--- src/rtl/expr_sched_pkg.sv ---
// Shared types, constants and pure helpers for the expression vector scheduler.
package expr_sched_pkg;

  typedef enum logic [2:0] {
    IDLE    = 3'd0,
    APPLY   = 3'd1,
    WAIT    = 3'd2,
    CAPTURE = 3'd3,
    DONE    = 3'd4
  } state_t;

  localparam logic [31:0] LFSR_MASK = 32'h80200003;
  localparam logic [31:0] MISR_POLY = 32'h04C11DB7;
  localparam logic [31:0] SIG_INIT  = 32'hFFFFFFFF;
  localparam int          OP_W      = 60;
  localparam int          RES_W     = 90;

  // Right-shift Galois step; the mask is applied when the bit shifted out is set.
  function automatic logic [31:0] lfsr_step(input logic [31:0] x);
    return {1'b0, x[31:1]} ^ (x[0] ? LFSR_MASK : 32'h0000_0000);
  endfunction

  function automatic logic [31:0] misr_fold(input logic [31:0] s, input logic [RES_W-1:0] res);
    logic [31:0] r;
    r = res[31:0] ^ res[63:32] ^ {6'b00_0000, res[89:64]};
    return {s[30:0], 1'b0} ^ (s[31] ? MISR_POLY : 32'h0000_0000) ^ r;
  endfunction

endpackage

--- src/rtl/expr_misr32.sv ---
// 32-bit MISR: folds the 90-bit datapath result into a running signature.
module expr_misr32
  import expr_sched_pkg::*;
(
  input  logic             clk,
  input  logic             reset,
  input  logic             init,
  input  logic             en,
  input  logic [RES_W-1:0] res,
  output logic [31:0]      sig,
  output logic [31:0]      sig_next
);

  // Next signature: init wins over a fold, otherwise hold.
  always_comb begin
    sig_next = sig;
    if (init) begin
      sig_next = SIG_INIT;
    end else if (en) begin
      sig_next = misr_fold(sig, res);
    end else begin
      sig_next = sig;
    end
  end

  // Signature register.
  always_ff @(posedge clk or posedge reset) begin
    if (reset) begin
      sig <= 32'h0000_0000;
    end else begin
      sig <= sig_next;
    end
  end

endmodule

--- src/rtl/expr_vec_sched.sv ---
// LFSR-driven stimulus scheduler: applies operand vectors, waits SETTLE cycles,
// folds each result into a MISR and compares the final signature.
module expr_vec_sched
  import expr_sched_pkg::*;
#(
  parameter int SETTLE = 2,
  parameter int CNT_W  = 16
) (
  input  logic             clk,
  input  logic             reset,
  input  logic             start,
  input  logic             abort,
  input  logic [31:0]      seed,
  input  logic [CNT_W-1:0] num_vec,
  input  logic [31:0]      exp_sig,
  output logic [OP_W-1:0]  op,
  output logic             op_valid,
  input  logic [RES_W-1:0] res,
  output logic             busy,
  output logic             done,
  output logic             pass,
  output logic [31:0]      sig,
  output logic [CNT_W-1:0] vec_cnt
);

  state_t           state_r, next_s;
  logic [31:0]      lfsr_r, base_s, s1_s, s2_s, sig_next_s, exp_r, exp_next_s;
  logic [CNT_W-1:0] num_r, cnt_inc_s;
  logic [15:0]      wait_r;
  logic             launch_s, capture_s, last_s;

  assign launch_s   = (state_r == IDLE) && start && !abort;
  assign capture_s  = (state_r == CAPTURE) && !abort;
  assign cnt_inc_s  = vec_cnt + {{(CNT_W-1){1'b0}}, 1'b1};
  assign last_s     = (cnt_inc_s == num_r);
  // A zero seed would lock the LFSR, so it is replaced by 1.
  assign base_s     = launch_s ? ((seed == 32'h0000_0000) ? 32'h0000_0001 : seed) : lfsr_r;
  assign s1_s       = lfsr_step(base_s);
  assign s2_s       = lfsr_step(s1_s);
  assign exp_next_s = launch_s ? exp_sig : exp_r;

  expr_misr32 u_misr (
    .clk      (clk),
    .reset    (reset),
    .init     (launch_s),
    .en       (capture_s),
    .res      (res),
    .sig      (sig),
    .sig_next (sig_next_s)
  );

  // FSM state register.
  always_ff @(posedge clk or posedge reset) begin
    if (reset) begin
      state_r <= IDLE;
    end else begin
      state_r <= next_s;
    end
  end

  // Next-state logic; abort overrides every active state.
  always_comb begin
    next_s = state_r;
    if ((state_r != IDLE) && abort) begin
      next_s = IDLE;
    end else begin
      case (state_r)
        IDLE: begin
          if (launch_s) begin
            next_s = (num_vec == {CNT_W{1'b0}}) ? DONE : APPLY;
          end else begin
            next_s = IDLE;
          end
        end
        APPLY: begin
          if (SETTLE > 0) begin
            next_s = WAIT;
          end else begin
            next_s = CAPTURE;
          end
        end
        WAIT: begin
          if (wait_r == 16'h0000) begin
            next_s = CAPTURE;
          end else begin
            next_s = WAIT;
          end
        end
        CAPTURE: next_s = last_s ? DONE : APPLY;
        DONE:    next_s = IDLE;
        default: next_s = IDLE;
      endcase
    end
  end

  // Datapath registers and outputs, all decoded from the upcoming state.
  always_ff @(posedge clk or posedge reset) begin
    if (reset) begin
      lfsr_r   <= 32'h0000_0001;
      num_r    <= {CNT_W{1'b0}};
      exp_r    <= 32'h0000_0000;
      wait_r   <= 16'h0000;
      op       <= {OP_W{1'b0}};
      op_valid <= 1'b0;
      busy     <= 1'b0;
      done     <= 1'b0;
      pass     <= 1'b0;
      vec_cnt  <= {CNT_W{1'b0}};
    end else begin
      busy     <= (next_s != IDLE);
      op_valid <= (next_s == APPLY) || (next_s == WAIT) || (next_s == CAPTURE);
      done     <= (next_s == DONE);
      if (launch_s) begin
        num_r   <= num_vec;
        exp_r   <= exp_sig;
        vec_cnt <= {CNT_W{1'b0}};
        lfsr_r  <= base_s;
      end
      if (next_s == APPLY) begin
        op     <= {s1_s[29:0], s2_s[29:0]};
        lfsr_r <= s2_s;
      end
      if (capture_s) begin
        vec_cnt <= cnt_inc_s;
      end
      // pass tracks the signature that is final on entry to DONE.
      if (next_s == DONE) begin
        pass <= (sig_next_s == exp_next_s);
      end else if (launch_s) begin
        pass <= 1'b0;
      end
      if (state_r == APPLY) begin
        wait_r <= 16'(SETTLE - 1);
      end else if (state_r == WAIT) begin
        wait_r <= wait_r - 16'h0001;
      end
    end
  end

endmodule

--- config.mk ---
export PLATFORM = sky130hd
export DESIGN_NAME = expr_vec_sched
export DESIGN_NICKNAME = d
export VERILOG_FILES = /design/src/rtl/expr_sched_pkg.sv /design/src/rtl/expr_misr32.sv /design/src/rtl/expr_vec_sched.sv
export SDC_FILE = /design/constraint.sdc
export NUM_CORES = 1
export LEC_CHECK = 0
export CORE_MARGIN = 3
export CORE_UTILIZATION = 54
export CTS_CLUSTER_SIZE = 24
export DETAILED_ROUTE_END_ITERATION = 12
export HOLD_SLACK_MARGIN = 0.1
export PLACE_DENSITY = 0.91
export SETUP_SLACK_MARGIN = 0.1
export SLEW_MARGIN = 0
export SYNTH_ARGS = -nofsm -noshare
export SYNTH_HDL_FRONTEND = slang
export SYNTH_SLANG_ARGS = --single-unit
--- constraint.sdc ---
create_clock -name clk -period 22.8 [get_ports clk]
set_input_delay 6.84 -clock clk [delete_from_list [all_inputs] [get_ports clk]]
set_output_delay 6.84 -clock clk [all_outputs]
set_load 0.01 [all_outputs]
Word-level counts from Yosys, hierarchy flattened
Cells that the tools add are included.

Register bits: 211. Output and inout port bits: 112. Word-level logic and storage cells: 68.

Add/subtract/negate cells: 2. Equal/unequal tests: 9. Mux-type cells: 22. Bitwise logic cells: 6. Reduce and logical (&&, ||, !) cells: 17.

Operators with widths (number): $mux 32 (9); $xor 32x32->32 (3); $mux 16 (4); $xor 31x32->32 (2); $eq 32x32->1 (1); $logic_not 16->1 (2); $logic_not 32->1 (1); $xor 32x26->32 (1); $mux 27 (1); $add 16x1->16 const B (1); $eq 16x16->1 (1); $sub 16x1->16 const B (1); $eq 3x2->1 const B (4); $mux 3 (4); $pmux 3 s4 (1); $reduce_bool 2->1 (4); $eq 3x1->1 const B (2); $reduce_bool 3->1 (2); $logic_and 1x1->1 (4); $eq 3x3->1 const B (1); $logic_not 3->1 (1); $mux 1 (3); $logic_or 1x1->1 (2); $logic_not 1->1 (1).

Longest topological paths before layout
Gate-level depths: netlist of run 1.

Depth in word-level cells: 9. Depth in mapped cells: 11.

Cells and area by module
Synthesis of run 1 repeated with hierarchy kept, for this count alone.

Cells, all modules: 1034. Area total of the unflattened synthesis: 10154.7 um2.

Modules (own cells, without submodules): expr_vec_sched (times used 1, cells an instance 835, area each 7916.3 um2); expr_misr32 (times used 1, cells an instance 199, area each 2238.4 um2).

Worst setup path before layout of run 1
Ideal clock, no wire load.

Path type: input -> register. Start point: in start. End point: reg pass. Library setup time: 0.077 ns. Arrival time: 9.261 ns. Path slack: 13.462 ns. Cell stages on the path: 9. Path buffers: 1. Cells stage by stage: or3b_2 > clkbuf_1 > nor2_2 > nor4_1 > or4_1 > or4_1 > nor4_1 > nand4_1 > o21ai_1.

Longest elaborated chain between the ends: 7.

RTL lines: start: declaration (RTL line expr_vec_sched.sv:11) `input logic start,`; $logic_and 1x1->1 * (2 in series) (RTL line expr_vec_sched.sv:32) `assign launch_s = (state_r == IDLE) && start && !abort;`; $mux 3 (RTL line expr_vec_sched.sv:69) `if (launch_s) begin`; $pmux 3 s4 (RTL line expr_vec_sched.sv:67) `case (state_r)`; $mux 3 (RTL line expr_vec_sched.sv:64) `if ((state_r != IDLE) && abort) begin`; $eq 3x3->1 (RTL line expr_vec_sched.sv:127) `if (next_s == DONE) begin`; $mux 1 / $reduce_bool 2->1 (equally long branches); end signal: assignment (RTL line expr_vec_sched.sv:128) `pass <= (sig_next_s == exp_next_s);`; end: declaration (RTL line expr_vec_sched.sv:21) `output logic pass,`.

Mark *: on every way between the ends. The rest lies on a longest branch, timed or not. A chain may end at the register's enable or synchronous reset.

Worst setup path in the final report of run 1
Ends and elaborated chain as after synthesis.

==> results.tsv, run 1 <==
metric	value	unit
outcome	complete, no violations	
cts.clk_slew.worst_paths	0.07	ns
die_area	21790	µm²
diodes	0	
rows	51	
peakVddDrop	0.00006333	V
synth_seq_cells	185	
routabilityCongestion	0.9032	
syn_nets	1317	
drt-total-wl	31940	µm
yosysWarnings	0	
hpwl	23550	µm
crit_family	simple AND/OR/NAND/NOR gates	
grt_setup_unrepaired	false	
crit_chain	clkdlybuf4s50_1 -> or3b_2 -> nand2b_4 -> buf_4 -> a41oi_1 -> or4_1 -> or4_1 -> nor4_1 -> nand4_1 -> o21ai_1	
cp_slowest_stage_delay	0.69	ns
endpoint	pass$_DFFE_PP0P_	
synth_top_flop_cell	dfrtp_1	
finalCritPeriodShare	45.07	%
vias	9697	
cp-start-kind	primary input	
r2r_cells	10	
setup_viol	0	
grt_pass1_wl	51000	µm
cp.required	23.15	ns
port_buffers	285	
die_y	147.6	µm
syn_area	10830	µm²
maxSlewViolCount	0	
synth_cells	1141	
clock_skew	0.01339	ns
grt_max_degree	112	
placedCellCount	1607	
cp_num_buf_inv	2	
cts_hold_buf	0	
fmax	97.32	MHz
cts_tree	yes	
fin_util	72.69	%
ys_async_sr_fraction	100.0	%
reg2reg_from	vec_cnt[0]$_DFFE_PP0P_	
cap_violations	0	
pin_count	286	
drc	0	
critPathMaxFanout	74	
grt.total_usage	29.32	%
avgSynthCellArea	9.491	µm²
dr.pass1.iters	6	
antenna_found_initial	0	
synth_cell_type_count	77	
grt_pass1_vias	9680	
grt_overflow	0	
ctsResizeCount	0	
setup_slack	12.52	ns
post_drt_via_cell_ratio	5.916	
cp.depth	10	
routedWlPerCell	19.49	µm
syn2layout_area_growth	31.50	%
fin_cells	1639	
final_area	14240	µm²
placed_area	13630	µm²
clock_latency	0.44	ns
drive_gt1_share	4.440	%
min_path_type	reg2reg	
slowest_stage	nand2b_4	
ant_nets	0	
nets	1537	
cts_setup_buffers	0	
cts_sinks	185	
drtIter0Drc	742	
end_kind	register	
coreArea	19590	µm²
r2r_slack	18.17	ns
synth-edff-count	0	
worst_pin_slew	1.266	ns
power_leakage	6.173	nW
layout_min_cycle_time	10.28	ns
clock-root-buffer	clkbuf_16	
post-place-ws	12.13	ns
crit_top_cell	or4_1	
ys_seq_area_share	42.76	%
hold_viol	0	
numCtsBuffers	17	
slew_headroom	15.57	%
crit_type	in2reg	
arrival	10.63	ns
startpoint	start	
finalSetupTns	0	ns
initial_core_util	55.28	%
die_w	147.6	µm
cts.path.max_buffers	2	
rr_endpoint	lfsr_r[27]$_DFFE_PP0P_	
ctsHtreeMaxLevel	4	
cellPowerDensity	106.9	nW/µm²
[worst reg2reg max path, delay by kind of cell, from the launching register on]
kind | cells | cell delay, ns
XOR/XNOR | 1 | 0.19
AO/OA/AOI/OAI | 3 | 0.71
buffers and inverters | 1 | 0.93
flip-flops | 1 | 0.51
adder cells (fa/ha/maj) | 1 | 0.38
AND/OR/NAND/NOR | 4 | 1.85
[area by class of cell]
| cell class | count | area (µm²) |
|---|---|---|
| clock buffer | 17 | 425.4 |
| clock inverter | 15 | 180.2 |
| fill | 1439 | 5350 |
| inverter | 29 | 113.9 |
| multi-input combinational | 834 | 5638 |
| sequential | 185 | 4631 |
| tap | 265 | 331.6 |
| timing repair buffer | 294 | 2920 |
[per-stage QoR]
stage          hold slack (ns)  power (W)
2_1_floorplan           0.4477  0.0009630
3_3_place_gp            0.4606   0.001186
3_5_place_dp            0.4784   0.001218
4_1_cts                 0.4900   0.001523
5_1_grt                 0.5252   0.001608
6_report                0.4936   0.001522
[layer usage]
| metal | wire length [µm] | global-route usage [%] | up-vias |
|---|---|---|---|
| li1 | - | - | 4447 |
| met1 | 12080 | 36.82 | 4627 |
| met2 | 16040 | 49.74 | 540 |
| met3 | 2597 | 5.579 | 83 |
| met4 | 1219 | 12.77 | 0 |
| met5 | 0 | 0 | - |
[worst min path at each step]
stage                            from                      to  cells after the start
2_1_floorplan   wait_r[5]$_DFFE_PP0P_   wait_r[5]$_DFFE_PP0P_                      1
6_report       wait_r[15]$_DFFE_PP0P_  wait_r[15]$_DFFE_PP0P_                      1
3_5_place_dp       op[29]$_DFFE_PP0P_      op[29]$_DFFE_PP0P_                      2
3_3_place_gp    wait_r[5]$_DFFE_PP0P_   wait_r[5]$_DFFE_PP0P_                      1
5_1_grt          num_r[7]$_DFFE_PP0P_    num_r[7]$_DFFE_PP0P_                      2
4_1_cts        wait_r[15]$_DFFE_PP0P_  wait_r[15]$_DFFE_PP0P_                      1
[state kept, by name (all words and copies together), names as in the netlist]
name,cells
op,34
vec_cnt,16
pass,1
exp_r,32
done,1
u_misr.sig,32
state_r,3
busy,1
op_valid,1
lfsr_r,32
wait_r,16
num_r,16
[power breakdown]
group	leakage, nW	switching (W)	internal [W]
clock	0.296	0.000142	0.000158
combinational	3.68	0.000320	0.000340
sequential	2.20	0.000116	0.000447
[Yosys cell counts (all sizes together), types with 3 or more instances]
| library cell | instances | share of area, % |
|---|---|---|
| a22o | 3 | 0.24 |
| o311ai | 4 | 0.32 |
| xor2 | 32 | 2.6 |
| nand3 | 21 | 1.0 |
| a21oi | 41 | 1.9 |
| dfrtp | 184 | 43 |
| o41ai | 4 | 0.32 |
| and3 | 7 | 0.40 |
| o211ai | 32 | 2.2 |
| a41oi | 3 | 0.24 |
| or4 | 7 | 0.52 |
| nor4 | 28 | 1.8 |
| inv | 29 | 1.0 |
| clkbuf | 40 | 1.4 |
| nor2 | 28 | 0.99 |
| mux2i | 65 | 6.0 |
| buf | 53 | 3.2 |
| o31ai | 6 | 0.42 |
| xnor3 | 15 | 3.1 |
| a221oi | 29 | 2.3 |
| nand4 | 17 | 1.1 |
| xnor2 | 110 | 9.0 |
| nor3 | 3 | 0.14 |
| and2 | 3 | 0.17 |
| o21ai | 83 | 3.8 |
| nand2 | 224 | 7.8 |
| or3 | 8 | 0.46 |
| a21o | 3 | 0.21 |
| o22ai | 7 | 0.40 |
| nand2b | 7 | 0.40 |
[cell usage in the layout, fill, tap and decap left out, types with 7 or more instances in the layout]
master / Yosys / routed
and3_1: 7 / 7
xnor3_1: 15 / 15
clkdlybuf4s50_1: 0 / 285
nand3_1: 20 / 20
dfrtp_1: 184 / 184
xor2_1: 32 / 32
nand2_1: 223 / 223
buf_4: 28 / 9
mux2i_1: 65 / 65
a221oi_1: 29 / 29
o211ai_1: 32 / 32
nor2_1: 27 / 27
nand4_1: 15 / 15
nor4_1: 27 / 27
or3_1: 8 / 8
inv_1: 29 / 28
a21oi_1: 41 / 41
o22ai_1: 7 / 7
o21ai_0: 81 / 81
clkbuf_16: 0 / 17
xnor2_1: 109 / 109
[kinds of logic after synthesis]
group / after synthesis / synth area share [%]
adder cells (fa/ha/maj): 2 / 0.2310
AND/OR/NAND/NOR: 365 / 15.68
multiplexers: 67 / 6.216
XOR/XNOR: 158 / 14.89
flip-flops: 185 / 42.76
AO/OA/AOI/OAI: 242 / 14.67
buffers and inverters: 122 / 5.546
(Power assumes the default switching activity.)
==> run 2: changes to the inputs <==
CORE_UTILIZATION = 45   (was 54)
PLACE_DENSITY = 0.81   (was 0.91)
clock period = 8.4 ns   (was 22.8 ns; I/O delays follow)
==> results.tsv, run 2 (synthesis results as in run 1) <==
metric	value	unit
arrival	5.94	ns
cts_hold_buf	0	
critPathMaxFanout	33	
crit_type	in2reg	
numCtsBuffers	17	
routedWlPerCell	18.63	µm
die_area	25960	µm²
pin_count	286	
cp-start-kind	primary input	
fin_util	60.92	%
power_leakage	6.188	nW
port_buffers	285	
rows	56	
dr.pass1.iters	6	
drive_gt1_share	4.370	%
cts_sinks	185	
nets	1537	
worst_pin_slew	1.189	ns
die_y	161.1	µm
vias	9550	
cts.clk_slew.worst_paths	0.07	ns
slew_headroom	20.70	%
grt_pass1_vias	9629	
initial_core_util	46.00	%
clock_latency	0.43	ns
placed_area	13700	µm²
grt_pass1_wl	50700	µm
ant_nets	0	
hpwl	23650	µm
grt_max_degree	96	
largest_register_ffs	34	
fillers	1980	
grt_overflow	0	
setup_viol	0	
grt.total_usage	24.31	%
finalCritPeriodShare	67.14	%
peakVddDrop	0.0001456	V
cts_setup_buffers	0	
die_w	161.1	µm
fmax	177.3	MHz
multi_input_area	5638	µm²
min_path_type	reg2reg	
crit_chain	clkdlybuf4s50_1 -> or3b_2 -> nor2_4 -> buf_4 -> o21ai_1 -> xnor2_1 -> xor2_1 -> mux2_2	
end_kind	register	
final_cell_mix	285 x clkdlybuf4s50_1, 223 x nand2_1, 184 x dfrtp_1	
routabilityCongestion	0.8973	
ctsResizeCount	0	
coreArea	23540	µm²
grt_setup_unrepaired	false	
final_area	14340	µm²
cap_violations	0	
maxSlewViolCount	0	
antenna_found_initial	0	
layout_commonest_cell	clkdlybuf4s50_1	
post_drt_via_cell_ratio	5.644	
slowest_stage	buf_4	
outcome	complete, no violations	
cts_tree	yes	
finalSetupTns	0	ns
ctsHtreeMaxLevel	4	
cp.required	8.70	ns
placedCellCount	1661	
hold_viol	0	
regArea	4631	µm²
layout_min_cycle_time	5.640	ns
fin_cells	1692	
drtIter0Drc	625	
clock_skew	0.01235	ns
whs	0.4791	ns
syn2layout_area_growth	32.44	%
cts.path.max_buffers	2	
largest-register	op	
diodes	0	
cp_slowest_stage_delay	0.59	ns
clock-root-buffer	clkbuf_16	
cellPowerDensity	290.3	nW/µm²
drc	0	
drt-total-wl	31520	µm
## run 2: worst max-delay path, delay by kind of cell
kind | cells | cell delay, ns
buffers and inverters | 2 | 1.09
muxes | 1 | 0.28
xor gates and xnor gates | 2 | 0.57
AOI/OAI and AO/OA | 1 | 0.32
and+or+nand+nor | 2 | 1.15
## run 2: final timing paths
kind	endpoint	slack (ns)	startpoint	cells past startpoint
worst min-delay path	op[29]$_DFFE_PP0P_	0.48	op[29]$_DFFE_PP0P_	2
min in group asynchronous	op[55]$_DFFE_PP0P_	2.59	reset	2
worst max register to register	lfsr_r[18]$_DFFE_PP0P_	3.72	vec_cnt[0]$_DFFE_PP0P_	10
worst min register to register	op[29]$_DFFE_PP0P_	0.48	op[29]$_DFFE_PP0P_	2
worst max-delay path	op[1]$_DFFE_PP0P_	2.76	start	8
max in group asynchronous	lfsr_r[4]$_DFFE_PP0P_	4.50	reset	3
## run 2: per-layer routing
metal | track usage (%) | vias to the layer above | wire (µm)
met2 | 41.98 | 445 | 15590
met1 | 31.20 | 4612 | 12770
li1 | - | 4448 | -
met4 | 6.805 | 0 | 704
met5 | 0 | - | 0
met3 | 4.950 | 45 | 2453
## run 2: per-stage QoR
stage	total power (W)	setup WS (ns)
floorplan	0.002614	0.8529
global placement	0.003244	2.451
detailed placement	0.003306	2.319
CTS	0.004179	2.745
global route	0.004424	2.476
finish	0.004164	2.760
## run 2: cell type report
| class | instances | share of cell area, % |
|---|---|---|
| repair buffers | 294 | 20.36 |
| flip-flops and latches | 185 | 32.29 |
| multi-input cells | 834 | 39.31 |
| clock buffers | 19 | 3.158 |
| well taps | 319 | 2.783 |
| clock inverters | 12 | 1.309 |
| inverters | 29 | 0.7939 |
## run 2: where the power goes
group | switching [W] | internal [W]
clock network | 0.000352 | 0.000518
registers | 0.000311 | 0.00121
logic | 0.000848 | 0.000920
